<file path="config.mk">
export PLATFORM = sky130hd
export DESIGN_NAME = dmem_arbiter
export DESIGN_NICKNAME = d
export VERILOG_FILES = /design/src/rtl/dmem_arbiter.sv
export SDC_FILE = /design/constraint.sdc
export NUM_CORES = 1
export LEC_CHECK = 0
export ABC_AREA = 0
export CORE_AREA = 2 2 130 132
export CTS_BUF_LIST = sky130_fd_sc_hd__clkbuf_8 sky130_fd_sc_hd__clkbuf_16
export DETAILED_ROUTE_END_ITERATION = 12
export DIE_AREA = 0 0 132 134
export PLACE_DENSITY = 0.47
export SETUP_SLACK_MARGIN = 0.4
export SLEW_MARGIN = 30
export SYNTH_ARGS = -nofsm -noshare
export SYNTH_HDL_FRONTEND = slang
export SYNTH_SLANG_ARGS = --single-unit
</file>
<file path="constraint.sdc">
create_clock -name clock -period 3.4 [get_ports clock]
set_input_delay 0.68 -clock clock [delete_from_list [all_inputs] [get_ports clock]]
set_output_delay 0.68 -clock clock [all_outputs]
set_load 0.05 [all_outputs]
</file>
<file path="src/rtl/dmem_arbiter.sv">
// Two-port arbiter for the single data memory port: the pipeline (port 0) has fixed priority,
// the loader/debug master (port 1) is guaranteed a grant after MAX_WAIT denied cycles.
module dmem_arbiter #(
    parameter int WIDTH    = 32,
    parameter int RD_LAT   = 1,
    parameter int MAX_WAIT = 4
) (
    input  logic             clock,
    input  logic             reset_n,
    input  logic             req0,
    input  logic             we0,
    input  logic [WIDTH-1:0] addr0,
    input  logic [WIDTH-1:0] wdata0,
    output logic             gnt0,
    output logic             stall0,
    output logic             rvalid0,
    output logic [WIDTH-1:0] rdata0,
    input  logic             req1,
    input  logic             we1,
    input  logic [WIDTH-1:0] addr1,
    input  logic [WIDTH-1:0] wdata1,
    output logic             gnt1,
    output logic             rvalid1,
    output logic [WIDTH-1:0] rdata1,
    output logic [WIDTH-1:0] mem_data,
    output logic [WIDTH-1:0] mem_rdaddress,
    output logic             mem_rden,
    output logic [WIDTH-1:0] mem_wraddress,
    output logic             mem_wren,
    input  logic [WIDTH-1:0] mem_q
);

    localparam int CW = $clog2(MAX_WAIT + 1);

    logic [CW-1:0]     waitCnt_q, waitCnt_d;
    logic [RD_LAT-1:0] vld_q, vld_d;
    logic [RD_LAT-1:0] port_q, port_d;
    logic              pri1;

    // Grants and memory drive; everything is forced quiet while reset is asserted.
    always_comb begin
        pri1          = (waitCnt_q >= CW'(MAX_WAIT));
        gnt0          = 1'b0;
        gnt1          = 1'b0;
        stall0        = 1'b0;
        mem_data      = '0;
        mem_rdaddress = '0;
        mem_wraddress = '0;
        mem_rden      = 1'b0;
        mem_wren      = 1'b0;
        if (reset_n) begin
            gnt1   = req1 && (!req0 || pri1);
            gnt0   = req0 && !(req1 && pri1);
            stall0 = req0 && !gnt0;
        end
        if (gnt0) begin
            mem_rdaddress = addr0;
            mem_wraddress = addr0;
            mem_data      = wdata0;
            mem_rden      = !we0;
            mem_wren      = we0;
        end else if (gnt1) begin
            mem_rdaddress = addr1;
            mem_wraddress = addr1;
            mem_data      = wdata1;
            mem_rden      = !we1;
            mem_wren      = we1;
        end
    end

    // Starvation counter and read-return tracking pipe (only reads are pushed as valid).
    always_comb begin
        waitCnt_d = '0;
        if (req1 && !gnt1) begin
            waitCnt_d = (waitCnt_q < CW'(MAX_WAIT)) ? waitCnt_q + CW'(1) : waitCnt_q;
        end
        vld_d     = vld_q;
        port_d    = port_q;
        vld_d[0]  = mem_rden;
        port_d[0] = gnt1;
        for (int i = 1; i < RD_LAT; i++) begin
            vld_d[i]  = vld_q[i-1];
            port_d[i] = port_q[i-1];
        end
    end

    always_ff @(posedge clock) begin
        if (!reset_n) begin
            waitCnt_q <= '0;
            vld_q     <= '0;
            port_q    <= '0;
        end else begin
            waitCnt_q <= waitCnt_d;
            vld_q     <= vld_d;
            port_q    <= port_d;
        end
    end

    assign rvalid0 = vld_q[RD_LAT-1] && !port_q[RD_LAT-1];
    assign rvalid1 = vld_q[RD_LAT-1] &&  port_q[RD_LAT-1];
    assign rdata0  = mem_q;
    assign rdata1  = mem_q;

endmodule

</file>
==> flow_summary_export.csv <==
group,metric,value,unit
power_and_ir_drop,leakage,2.03,nW
worst_hold_path,min-delay-start,"waitCnt_q[0]",
critical_path,rr_worst_depth,4,
placement,place_area,5060,µm²
route,drtIter0Drc,103,
critical_path,path_buf_inv,3,
route,vias,2693,
timing,setup-tns-final,0,ns
power_and_ir_drop,clkPwrFrac,16.5,%
floorplan,die_h,134,µm
timing,skew,0.000432,ns
critical_path,path_cells,"clkdlybuf4s50_1 -> nand2_1 -> nand2_8 -> buf_12 -> o22ai_1 -> buf_12",
critical_path,cp_max_fo,34,
critical_path,required,2.72,ns
clock_tree,cts_buffers,3,
power_and_ir_drop,switchingPower,499,µW
logic_synthesis,ys.warnings.count,0,
timing,rsz0062_at_grt,"no",
worst_hold_path,hold_class,"flop to flop",
logic_synthesis,syn_avg_cell_area,5.77,µm²
critical_path,cp-start-kind,"primary input",
clock_tree,clockRootBuffer,"clkbuf_16",
global_routing,grt_pass1_vias,2804,
layout,syn_to_final_growth,159,%
layout,layout_commonest_cell,"clkdlybuf4s50_1",
route,routed_via_density,3.90,
timing,max-slew-margin-rel,65.1,%
clock_tree,post_cts_buffers,0,
timing,period_share,86.9,%
floorplan,placementRows,47,
worst_hold_path,holdPathStages,1,
logic_synthesis,yosysSeqAreaShare,5.02,%
logic_synthesis,syn_inst,346,
layout,final_area,5170,µm²
route,wire_per_inst,14.1,µm
floorplan,dieArea,17700,µm²
worst_hold_path,min_to,"waitCnt_q[0]",
power_and_ir_drop,pwr-share-seq,5.3,%
global_routing,grt.overflow.total,0,
job,maxCapViolations,0,
placement,gp_congestion,0.800,
route,drcViolationCount,0,
floorplan,pin_count,333,
power_and_ir_drop,p_per_area,225,nW/µm²
timing,drv_slew,0,
timing,min_period,2.95,ns
clock_tree,clockBufferDepth,2,
layout,final_core_util,31.7,%
critical_path,crit_top_cell,"buf_12",
layout,final_cell_mix,"clkdlybuf4s50_1 (133), nand2_1 (131), buf_12 (102)",
route,ant_nets,0,
logic_synthesis,syn_area,2000,µm²
timing,fmax,339,MHz
placement,io_buffers,236,
floorplan,start_util,12.3,%
clock_tree,ctsResizeCount,0,
power_and_ir_drop,p_int,667,µW
critical_path,cp_data_arrival_time,2.27,ns
layout,n_antenna_cell,0,
power_and_ir_drop,peakVddDrop,0.123,mV
global_routing,grt_pass1_wl,15.1,mm
global_routing,grt_antenna_before_repair,0,
timing,finalHoldViolCount,0,
critical_path,reg2reg_from,"waitCnt_q[2]",
clock_tree,path_clk_slew,0.03,ns
critical_path,critPathKind,"primary input to primary output",
route,drtPass1Iterations,7,
logic_synthesis,syn-num-nets,513,
logic_synthesis,ys_ff_latch,5,
clock_tree,holdBufCountCts,0,
layout,drive_above_1_share,32.1,%
placement,dp_hpwl,7.94,mm
critical_path,critPathMaxStageDelay,0.48,ns
critical_path,r2r_end,"vld_q",
global_routing,grt_max_degree,71,
clock_tree,clk-insertion-delay-late,0.23,ns
route,wl,9.73,mm
global_routing,grt_util_all_layers,10.3,%
logic_synthesis,synth_cell_types,19,
floorplan,die_x,132,µm
critical_path,path_delay_family,"buffers and inverters",
clock_tree,h-tree-depth,1,
clock_tree,cts_sinks,5,
timing,setup_violations,0,
critical_path,end_kind,"primary output",
critical_path,critPathSlowestCell,"clkdlybuf4s50_1",
critical_path,r2r_slack,2.02,ns
floorplan,core_area,16300,µm²
power_and_ir_drop,p_comb_share,78.2,%
timing,worst_pin_slew,0.522,ns
clock_tree,tritoncts,"yes",
layout,fin_nets,638,
power_and_ir_drop,p_sw_share,42.8,%
outcome,outcome,"completed",
final cells by class:
cell class / instances / area (µm²)
timing repair buffer: 245 / 3460
tap: 220 / 275
multi-input combinational: 213 / 1250
sequential: 5 / 100
clock inverter: 1 / 3.75
fill: 1693 / 11100
clock buffer: 3 / 75.1
inverter: 3 / 11.3
metal layers:
| layer | global-route usage, % | wire length, µm |
|---|---|---|
| met1 | 12.3 | 3730 |
| met2 | 17.3 | 4770 |
| met3 | 4.01 | 1070 |
| met4 | 2.54 | 161 |
| met5 | 0 | 0 |
kinds of logic (layout without fill, tap and decap cells):
kind of cell,Yosys count,after routing,synth area share [%]
buffers and inverters,128,252,44.7
adder cells (fa/ha/maj),1,1,0.627
AND/OR/NAND/NOR,144,144,28.0
flip-flops,5,5,5.02
AO/OA/AOI/OAI,68,68,21.7
worst max path at each step:
stage | slack, ns | endpoint | depth (start not counted) | start
2_1_floorplan | 0.42 | mem_rden | 4 | reset_n
3_3_place_gp | 0.42 | mem_data[16] | 6 | req1
3_5_place_dp | 0.44 | gnt0 | 4 | req1
4_1_cts | 0.43 | mem_data[9] | 6 | req1
5_1_grt | 0.39 | mem_data[9] | 6 | req1
6_report | 0.45 | mem_data[9] | 6 | req1
Yosys cell counts, drive strengths merged:
library cell | instances | area [µm²]
buf | 120 | 862
inv | 3 | 11.3
nand2b | 1 | 6.26
nor3 | 1 | 5.00
clkbuf | 5 | 18.8
o32ai | 2 | 17.5
nor2 | 4 | 15.0
dfxtp | 5 | 100
nand2 | 132 | 495
and3 | 1 | 6.26
o22ai | 65 | 407
ha | 1 | 12.5
nor2b | 1 | 6.26
nand3 | 1 | 5.00
and2 | 3 | 18.8
o21ai | 1 | 8.76
flip-flops by register name, indices dropped and copies added, names as in the netlist:
register / cells
port_q: 1
waitCnt_q: 3
vld_q: 1
power by group through the flow:
stage	combinational, mW	sequential [mW]	clock, mW
2_1_floorplan	0.638	0.0623	0
3_3_place_gp	0.913	0.0624	0
3_5_place_dp	0.915	0.0625	0
4_1_cts	0.918	0.0616	0.196
5_1_grt	0.952	0.0618	0.199
6_report	0.912	0.0616	0.192
worst register-to-register path, cell delays in order, from the launching register on:
cell	delay, ns
dfxtp_1	0.45
nand2_1	0.21
nand2_8	0.22
buf_12	0.25
o32ai_1	0.13
stage by stage:
step	setup slack [ns]	std cells	hold WS [ns]	total power [mW]
final	0.446	690	0.426	1.17
after global routing	0.392	690	0.454	1.21
after CTS	0.431	690	0.431	1.18
after detailed placement	0.441	686	0.426	0.978
after global placement	0.419	686	0.415	0.975
after floorplan	0.422	346	0.404	0.701
(Power assumes the default switching activity.)
